[src/rtl/ps2_pkg.sv]
// ----------------------------------------------------------------------------
// ps2_pkg
// Shared definitions for the PS/2 keyboard receiver:
//   ps2_state_e     - frame receiver FSM states
//   PS2_EXT         - extended-code prefix byte (E0)
//   PS2_BRK         - break (release) prefix byte (F0)
//   PS2_FRAME_BITS  - bits per PS/2 frame (start + 8 data + parity + stop)
//   PS2_DATA_BITS   - data bits per frame
//   ps2_parity_ok   - odd-parity check over data byte plus parity bit
// ----------------------------------------------------------------------------
package ps2_pkg;

    typedef enum logic [1:0] {
        IDLE   = 2'd0,
        SHIFT  = 2'd1,
        PARITY = 2'd2,
        STOP   = 2'd3
    } ps2_state_e;

    localparam logic [7:0] PS2_EXT        = 8'hE0;
    localparam logic [7:0] PS2_BRK        = 8'hF0;
    localparam int         PS2_FRAME_BITS = 11;
    localparam int         PS2_DATA_BITS  = PS2_FRAME_BITS - 3;

    // A frame is good when data plus parity carry an odd number of ones.
    function automatic logic ps2_parity_ok(input logic [7:0] data, input logic parity);
        return ^{data, parity};
    endfunction

endpackage

[src/rtl/ps2_sync_filter.sv]
// ----------------------------------------------------------------------------
// ps2_sync_filter
// Brings one raw PS/2 line into the clk domain and removes glitches.
//   clk     - system clock
//   rst     - asynchronous active-low reset (line is treated as idle-high)
//   line_i  - raw asynchronous PS/2 line
//   filt_o  - synchronized line level, changes only after FILTER_LEN
//             consecutive identical samples
// ----------------------------------------------------------------------------
module ps2_sync_filter #(
    parameter int FILTER_LEN = 4
) (
    input  logic clk,
    input  logic rst,
    input  logic line_i,
    output logic filt_o
);

    logic                  sync1_q;
    logic                  sync2_q;
    logic [FILTER_LEN-1:0] hist_q;
    logic [FILTER_LEN-1:0] hist_d;
    logic                  filt_q;
    logic                  filt_d;

    // The history window slides one synchronized sample per cycle; the
    // filtered level only moves when the whole window agrees, otherwise it
    // keeps the last accepted level.
    always_comb begin
        hist_d = FILTER_LEN'({hist_q, sync2_q});
        filt_d = filt_q;
        if (&hist_q) begin
            filt_d = 1'b1;
        end else if (~|hist_q) begin
            filt_d = 1'b0;
        end
    end

    // Two-flop synchronizer followed by the history and accepted level.
    // Everything resets to the idle-high line state.
    always_ff @(posedge clk or negedge rst) begin
        if (!rst) begin
            sync1_q <= 1'b1;
            sync2_q <= 1'b1;
            hist_q  <= '1;
            filt_q  <= 1'b1;
        end else begin
            sync1_q <= line_i;
            sync2_q <= sync1_q;
            hist_q  <= hist_d;
            filt_q  <= filt_d;
        end
    end

    assign filt_o = filt_q;

endmodule

[src/rtl/ps2_keyboard_rx.sv]
// ----------------------------------------------------------------------------
// ps2_keyboard_rx
// Receives PS/2 keyboard frames and decodes make / break / extended events.
//   clk           - system clock, the only clock in the block
//   rst           - asynchronous active-low reset
//   ps2_clk       - raw PS/2 clock line
//   ps2_data      - raw PS/2 data line
//   key_pressed   - scan code of the most recent completed key event
//   key_flag      - one-cycle pulse for a new make event
//   key_release   - one-cycle pulse for a break event
//   key_extended  - event in key_pressed carried an E0 prefix
//   frame_err     - one-cycle pulse on start/parity/stop/timeout error
// ----------------------------------------------------------------------------
module ps2_keyboard_rx
    import ps2_pkg::*;
#(
    parameter int TIMEOUT_CYCLES = 50000,
    parameter int FILTER_LEN     = 4
) (
    input  logic       clk,
    input  logic       rst,
    input  logic       ps2_clk,
    input  logic       ps2_data,
    output logic [7:0] key_pressed,
    output logic       key_flag,
    output logic       key_release,
    output logic       key_extended,
    output logic       frame_err
);

    localparam int             TW           = $clog2(TIMEOUT_CYCLES + 1);
    localparam logic [TW-1:0]  TIMEOUT_LAST = TW'(TIMEOUT_CYCLES - 1);
    localparam logic [2:0]     LAST_BIT     = 3'(PS2_DATA_BITS - 1);

    logic          ps2ClkFilt;
    logic          ps2DataFilt;
    logic          ps2ClkPrev_q;
    logic          bitEvent;

    ps2_state_e    state_q, state_d;
    logic [2:0]    bitCnt_q, bitCnt_d;
    logic [7:0]    shift_q, shift_d;
    logic          parity_q, parity_d;
    logic [TW-1:0] timer_q, timer_d;
    logic          byteValid;
    logic          byteErr;

    logic          extPend_q, extPend_d;
    logic          brkPend_q, brkPend_d;
    logic          heldValid_q, heldValid_d;
    logic [7:0]    heldCode_q, heldCode_d;
    logic          heldExt_q, heldExt_d;
    logic          heldMatch;
    logic [7:0]    keyPressed_q, keyPressed_d;
    logic          keyExt_q, keyExt_d;
    logic          keyFlag_q, keyFlag_d;
    logic          keyRel_q, keyRel_d;
    logic          frameErr_q, frameErr_d;

    ps2_sync_filter #(.FILTER_LEN(FILTER_LEN)) u_clk_filter (
        .clk    (clk),
        .rst    (rst),
        .line_i (ps2_clk),
        .filt_o (ps2ClkFilt)
    );

    ps2_sync_filter #(.FILTER_LEN(FILTER_LEN)) u_data_filter (
        .clk    (clk),
        .rst    (rst),
        .line_i (ps2_data),
        .filt_o (ps2DataFilt)
    );

    // The keyboard drives data while its clock is high; the falling edge of
    // the filtered clock marks a stable data bit.
    assign bitEvent = ps2ClkPrev_q & ~ps2ClkFilt;

    // Frame receiver: walks start, data, parity and stop bits and flags a
    // finished byte (byteValid) or a broken frame (byteErr) for one cycle.
    // Once inside a frame, a silent clock line for TIMEOUT_CYCLES cycles
    // aborts the frame so a lost bit cannot desynchronize later frames.
    always_comb begin
        state_d   = state_q;
        bitCnt_d  = bitCnt_q;
        shift_d   = shift_q;
        parity_d  = parity_q;
        timer_d   = timer_q;
        byteValid = 1'b0;
        byteErr   = 1'b0;

        case (state_q)
            IDLE: begin
                timer_d = '0;
                if (bitEvent) begin
                    if (!ps2DataFilt) begin
                        state_d  = SHIFT;
                        bitCnt_d = '0;
                    end else begin
                        byteErr = 1'b1;
                    end
                end
            end
            SHIFT: begin
                if (bitEvent) begin
                    shift_d  = {ps2DataFilt, shift_q[7:1]};
                    bitCnt_d = bitCnt_q + 3'd1;
                    if (bitCnt_q == LAST_BIT) begin
                        state_d = PARITY;
                    end
                end
            end
            PARITY: begin
                if (bitEvent) begin
                    parity_d = ps2DataFilt;
                    state_d  = STOP;
                end
            end
            STOP: begin
                if (bitEvent) begin
                    state_d = IDLE;
                    if (ps2DataFilt && ps2_parity_ok(shift_q, parity_q)) begin
                        byteValid = 1'b1;
                    end else begin
                        byteErr = 1'b1;
                    end
                end
            end
            default: begin
                state_d = IDLE;
            end
        endcase

        if (state_q != IDLE) begin
            if (bitEvent) begin
                timer_d = '0;
            end else if (timer_q == TIMEOUT_LAST) begin
                state_d = IDLE;
                timer_d = '0;
                byteErr = 1'b1;
            end else begin
                timer_d = timer_q + TW'(1);
            end
        end
    end

    // A make that repeats the code already held down (typematic repeat) is
    // swallowed; a matching break releases the held code.
    assign heldMatch = heldValid_q && (heldCode_q == shift_q) && (heldExt_q == extPend_q);

    // Event decoder: E0/F0 only arm prefix flags, any other byte completes
    // an event. All outputs are registered so pulses appear the cycle after
    // the stop bit. An error drops any half-received prefix sequence.
    always_comb begin
        extPend_d    = extPend_q;
        brkPend_d    = brkPend_q;
        heldValid_d  = heldValid_q;
        heldCode_d   = heldCode_q;
        heldExt_d    = heldExt_q;
        keyPressed_d = keyPressed_q;
        keyExt_d     = keyExt_q;
        keyFlag_d    = 1'b0;
        keyRel_d     = 1'b0;
        frameErr_d   = 1'b0;

        if (byteErr) begin
            frameErr_d = 1'b1;
            extPend_d  = 1'b0;
            brkPend_d  = 1'b0;
        end else if (byteValid) begin
            if (shift_q == PS2_EXT) begin
                extPend_d = 1'b1;
            end else if (shift_q == PS2_BRK) begin
                brkPend_d = 1'b1;
            end else begin
                extPend_d = 1'b0;
                brkPend_d = 1'b0;
                if (brkPend_q) begin
                    keyRel_d     = 1'b1;
                    keyPressed_d = shift_q;
                    keyExt_d     = extPend_q;
                    if (heldMatch) begin
                        heldValid_d = 1'b0;
                    end
                end else if (!heldMatch) begin
                    keyFlag_d    = 1'b1;
                    keyPressed_d = shift_q;
                    keyExt_d     = extPend_q;
                    heldValid_d  = 1'b1;
                    heldCode_d   = shift_q;
                    heldExt_d    = extPend_q;
                end
            end
        end
    end

    // State registers. Reset discards any partial frame without reporting
    // an error because frameErr_q simply resets to zero.
    always_ff @(posedge clk or negedge rst) begin
        if (!rst) begin
            ps2ClkPrev_q <= 1'b1;
            state_q      <= IDLE;
            bitCnt_q     <= '0;
            shift_q      <= '0;
            parity_q     <= 1'b0;
            timer_q      <= '0;
            extPend_q    <= 1'b0;
            brkPend_q    <= 1'b0;
            heldValid_q  <= 1'b0;
            heldCode_q   <= '0;
            heldExt_q    <= 1'b0;
            keyPressed_q <= '0;
            keyExt_q     <= 1'b0;
            keyFlag_q    <= 1'b0;
            keyRel_q     <= 1'b0;
            frameErr_q   <= 1'b0;
        end else begin
            ps2ClkPrev_q <= ps2ClkFilt;
            state_q      <= state_d;
            bitCnt_q     <= bitCnt_d;
            shift_q      <= shift_d;
            parity_q     <= parity_d;
            timer_q      <= timer_d;
            extPend_q    <= extPend_d;
            brkPend_q    <= brkPend_d;
            heldValid_q  <= heldValid_d;
            heldCode_q   <= heldCode_d;
            heldExt_q    <= heldExt_d;
            keyPressed_q <= keyPressed_d;
            keyExt_q     <= keyExt_d;
            keyFlag_q    <= keyFlag_d;
            keyRel_q     <= keyRel_d;
            frameErr_q   <= frameErr_d;
        end
    end

    assign key_pressed  = keyPressed_q;
    assign key_extended = keyExt_q;
    assign key_flag     = keyFlag_q;
    assign key_release  = keyRel_q;
    assign frame_err    = frameErr_q;

endmodule

[config.mk]
export PLATFORM = sky130hd
export DESIGN_NAME = ps2_keyboard_rx
export DESIGN_NICKNAME = d
export VERILOG_FILES = /design/src/rtl/ps2_pkg.sv /design/src/rtl/ps2_sync_filter.sv /design/src/rtl/ps2_keyboard_rx.sv
export SDC_FILE = /design/constraint.sdc
export NUM_CORES = 1
export LEC_CHECK = 0
export BUFFER_PORTS_ARGS = -buffer_cell sky130_fd_sc_hd__clkbuf_2
export CAP_MARGIN = 20
export CORE_ASPECT_RATIO = 0.9
export CORE_MARGIN = 2
export CORE_UTILIZATION = 30
export CTS_CLUSTER_DIAMETER = 50
export DETAILED_ROUTE_END_ITERATION = 6
export GPL_TIMING_DRIVEN = 0
export HOLD_SLACK_MARGIN = 0.05
export PLACE_DENSITY_LB_ADDON = 0.05
export SLEW_MARGIN = 15
export SYNTH_ARGS = -nofsm -noshare
export SYNTH_HDL_FRONTEND = slang
export SYNTH_SLANG_ARGS = --single-unit
[constraint.sdc]
create_clock -name clk -period 6.17 [get_ports clk]
set_input_delay 0.3085 -clock clk [delete_from_list [all_inputs] [get_ports clk]]
set_output_delay 0.3085 -clock clk [all_outputs]
set_load 0.01 [all_outputs]
==> run summary <==
The run finished with clean final reports. The number of enable flip-flop cells after synthesis works out to 0. The layout has 1021 filler cells. The floorplan step set the die height to 101 um. Synthesis instantiated 48 different standard cells from the library. For the number of hold violations in the final report, the log shows 0.

In this run the worst hold path is classified as reg -> reg. The global-route wire length before repair came out at 10400 um. The worst setup path is of the reg -> reg kind. Reg-to-reg critical path startpoint: u_data_filter.filt_o. The worst-case setup margin in the final layout is 3.72 ns, and the area inside the core boundary is 10200 um^2.

The data required time at the worst endpoint was 6.39 ns. TritonCTS built the clock tree. The data arrival time of the critical path is 2.67 ns.

Yosys printed 0 warnings. The layout overhead on the synthesized area came out at 19.7%. The die area is 11400 um^2, and the post-synthesis instance total is 254.

Once layout is done, the placed cells without fillers occupy 3780 um^2. In this run the worst path has a maximum fanout of 10. In this run the number of H-tree levels came out at 3. The setup slack after placement came out at 3.71 ns. Dividing the detail-routed via count by the number of cells gives 4.61. For this run, asynchronously set or reset flops after synthesis account for 100%. For this run, the leading register cell type out of synthesis is sky130_fd_sc_hd__dfrtp_1. The overall routing resource usage was 11.9%; the antenna diode instance count was 0. The floorplan step set the die width to 112 um.

The number of buffers on the longest clock path is 2. Walking the worst path, the cells encountered are clkbuf_1 > nand4b_1 > a211o_1 > mux2i_4 > o21a_1 > buf_6 > mux2_4. Final hold analysis gives a worst-case slack of 0.355 ns.

Power spread over the standard cell area amounts to 322 nW/um^2. Clock skew on the completed layout was measured at 0.00765 ns. The depth of the worst hold-timing path works out to 0.

The congestion estimate from routability-driven global placement came to 0.685. For the worst-skew pair, the clock arrives at the later sink with an insertion delay of 0.33 ns. For the normalized max-slew margin, the log shows 65.6%. In this run the worst setup path begins at u_data_filter.filt_o.

The number of nets produced by synthesis came out at 265. The run gives 0 as the post-route antenna net violation count. The starting density of the core is 30.9%, and the number of flip-flops and latches in the synthesized netlist is 69. For this run the aggregate overflow at the end of global routing stands at 0.

The max-slew violation count is 0. By area the synthesized netlist is led by sky130_fd_sc_hd__dfrtp_1 43%, sky130_fd_sc_hd__dfstp_2 12%, sky130_fd_sc_hd__mux2_2 6.1%. Summed over all cells, the static leakage comes to 1.77 nW. For this run, the slowest stage of the critical path takes 0.51 ns. The share of final-layout standard cells stronger than drive strength 1 was 29.8%; the final-stage net count was 295. The cell depth of the worst flop-to-flop path works out to 7.

Counting I/O delays and the setup requirement, the final critical path takes 2.45 ns. CTS saw 69 sinks. The via count of the first global-routing pass came out at 1985. After detailed routing, the total wire length is 5930 um.

The tools report the number of DRC markers after the initial detailed-route iteration as 49. Timing would allow up to 0.408 GHz. The area after detailed placement is 3430 um^2. After synthesis, the most frequently instantiated cells are 54 x sky130_fd_sc_hd__dfrtp_1, 21 x sky130_fd_sc_hd__nor2_1, 19 x sky130_fd_sc_hd__xor2_1, 17 x sky130_fd_sc_hd__mux2_2, 15 x sky130_fd_sc_hd__dfstp_2. Summing the sequential cell areas from Yosys gives 55.2% of the chip area. The total of buffers placed on input and output ports came out at 15. At the pin with the least slew margin, the transition time is 0.512 ns. The start point of the worst min-delay path is u_data_filter.sync1_q.

The total power is 1.22 mW, and the mean area per synthesized cell is 12.5 um^2. The post-cts sizing count was 0. Pin placement for this block handled 16 I/O pins. The cell with the most instances after synthesis was sky130_fd_sc_hd__dfrtp_1. The initialized floorplan defines 35 standard-cell rows. The first detailed-routing pass ran for 4 iterations. The share of synthesized area in the top cell type comes to 42.7%. The part of the cycle the worst path needs is 39.8%. Setup repair after global routing left no endpoint under its margin.

Detailed routing inserted a total of 1925 vias. The clock-pin slew on the worst setup and hold paths works out to 0.06 ns. The largest total area in the synthesized netlist belongs to sky130_fd_sc_hd__dfrtp_1. Across the run, the number of max-cap violations was 0. The logs give 43 for the pin count of the biggest net entering global routing and 0.000148 V for the highest ir drop seen on vdd. The tools report the sort of element at the start of the critical path as a flip-flop.

The largest individual stage delay along the critical path comes from the cell sky130_fd_sc_hd__dfstp_2. For the setup TNS after final layout, the log shows 0 ns. In the routed design, unresolved DRC markers number 0.

For the total half-perimeter wirelength after legalization and detailed placement, the log shows 3960 um. STA classifies the critical path endpoint as a flip-flop. After detailed routing, the average wire length per cell comes to 14.2 um. The logs give 0 for the number of antenna violations at the first check in global routing and 0 for the total of endpoints with negative setup slack in the final report. For the number of buffers created by CTS, the log shows 9.

The buffer type at the clock tree root is sky130_fd_sc_hd__clkbuf_16. The run gives 3160 um^2 as the post-synthesis instance area.
==> cells in the final DEF (no fill, tap or decap), types with 2 or more instances in the layout <==
master / Yosys / routed
sky130_fd_sc_hd__a32o_1: 2 / 2
sky130_fd_sc_hd__dfstp_2: 15 / 15
sky130_fd_sc_hd__nand4b_1: 2 / 2
sky130_fd_sc_hd__xnor2_1: 6 / 6
sky130_fd_sc_hd__and3_1: 2 / 2
sky130_fd_sc_hd__and4_1: 2 / 2
sky130_fd_sc_hd__o21ai_0: 5 / 5
sky130_fd_sc_hd__nor2_1: 21 / 21
sky130_fd_sc_hd__mux2_4: 9 / 9
sky130_fd_sc_hd__dfrtp_1: 54 / 54
sky130_fd_sc_hd__buf_4: 3 / 3
sky130_fd_sc_hd__xor2_1: 19 / 19
sky130_fd_sc_hd__clkbuf_2: 0 / 14
sky130_fd_sc_hd__ha_1: 7 / 7
sky130_fd_sc_hd__nor4_1: 3 / 3
sky130_fd_sc_hd__nor3_1: 4 / 4
sky130_fd_sc_hd__clkbuf_16: 0 / 9
sky130_fd_sc_hd__bufinv_16: 0 / 2
sky130_fd_sc_hd__or4bb_1: 2 / 2
sky130_fd_sc_hd__dlygate4sd3_1: 0 / 3
sky130_fd_sc_hd__mux2_2: 17 / 17
sky130_fd_sc_hd__nand2b_1: 2 / 2
sky130_fd_sc_hd__a31oi_1: 6 / 6
sky130_fd_sc_hd__clkbuf_1: 7 / 7
sky130_fd_sc_hd__clkinv_2: 0 / 2
sky130_fd_sc_hd__and2_1: 4 / 4
sky130_fd_sc_hd__nand4_1: 5 / 5
sky130_fd_sc_hd__or3_1: 5 / 5
sky130_fd_sc_hd__nand2_1: 12 / 12
sky130_fd_sc_hd__buf_2: 2 / 2
sky130_fd_sc_hd__inv_1: 6 / 6
sky130_fd_sc_hd__a21oi_1: 6 / 6
sky130_fd_sc_hd__and4b_1: 2 / 2
sky130_fd_sc_hd__nand3_1: 4 / 4
sky130_fd_sc_hd__buf_6: 2 / 2
==> per-layer routing <==
| layer | global-route usage (%) | wire [um] | vias up |
|---|---|---|---|
| met1 | 16.9 | 3250 | 944 |
| met4 | 5.63 | 120 | 0 |
| li1 | - | - | 946 |
| met2 | 16.7 | 2380 | 25 |
| met5 | 0 | 0 | - |
| met3 | 3.59 | 179 | 10 |
==> cell type report <==
type / instances / area, um^2 / share of cell area [%]
Buffer: 15 / 85.1 / 2.25
Clock buffer: 10 / 239 / 6.31
Clock inverter: 6 / 86.3 / 2.28
Inverter: 6 / 22.5 / 0.595
Multi-Input combinational cell: 164 / 1310 / 34.6
Sequential cell: 69 / 1750 / 46.1
Tap cell: 129 / 161 / 4.26
Timing Repair Buffer: 19 / 135 / 3.57
==> repair_timing <==
action	in CTS	in global routing
hold buffers	3	0
hold endpoints to repair	29	0
setup buffers	0	0
==> per-stage QoR <==
| stage | utilization (%) | instances |
|---|---|---|
| after detailed placement | 33.5 | 399 |
| after floorplan | - | 254 |
| after global routing | 36.9 | 418 |
| final | 36.9 | 418 |
| after CTS | 36.9 | 418 |
| after global placement | 33.2 | 398 |
==> worst max-delay path: cells and delay by family (launching register included) <==
family,cells,cell delay [ns]
flops,1,0.51
simple gates,1,0.17
buf+inv,2,0.55
compound gates,2,0.52
mux,2,0.58
==> final timing paths <==
| kind | to | slack (ns) |
|---|---|---|
| max | key_pressed[5] | 3.72 |
| max in group asynchronous | u_clk_filter.hist_q[0] | 5.07 |
| max reg2reg | key_pressed[5] | 3.72 |
| min | u_data_filter.sync2_q | 0.35 |
| min in group asynchronous | timer_q[15] | 0.48 |
| min reg2reg | u_data_filter.sync2_q | 0.35 |
==> cells by family after synthesis <==
| family | share of synthesized area, % |
|---|---|
| xor gates and xnor gates | 8.43 |
| and+or+nand+nor | 13.5 |
| adders and majority gates | 2.77 |
| buffers and inverters | 3.40 |
| AOI/OAI and AO/OA | 5.66 |
| muxes | 11.0 |
| DFF | 55.2 |
==> power by group <==
group	switching, mW	internal, mW	total [mW]
sequential	0.0144	0.481	0.496
combinational	0.0989	0.0663	0.165
clock	0.194	0.364	0.558
total	0.307	0.911	1.22
==> registers in the layout, summed over array words and instances (netlist names), 2 cells and up <==
| name | flops |
|---|---|
| u_data_filter.hist_q | 4 |
| heldCode_q | 8 |
| key_pressed | 8 |
| shift_q | 8 |
| timer_q | 16 |
| bitCnt_q | 3 |
| state_q | 2 |
| u_clk_filter.hist_q | 4 |
Power figures use the tool's default switching activity.
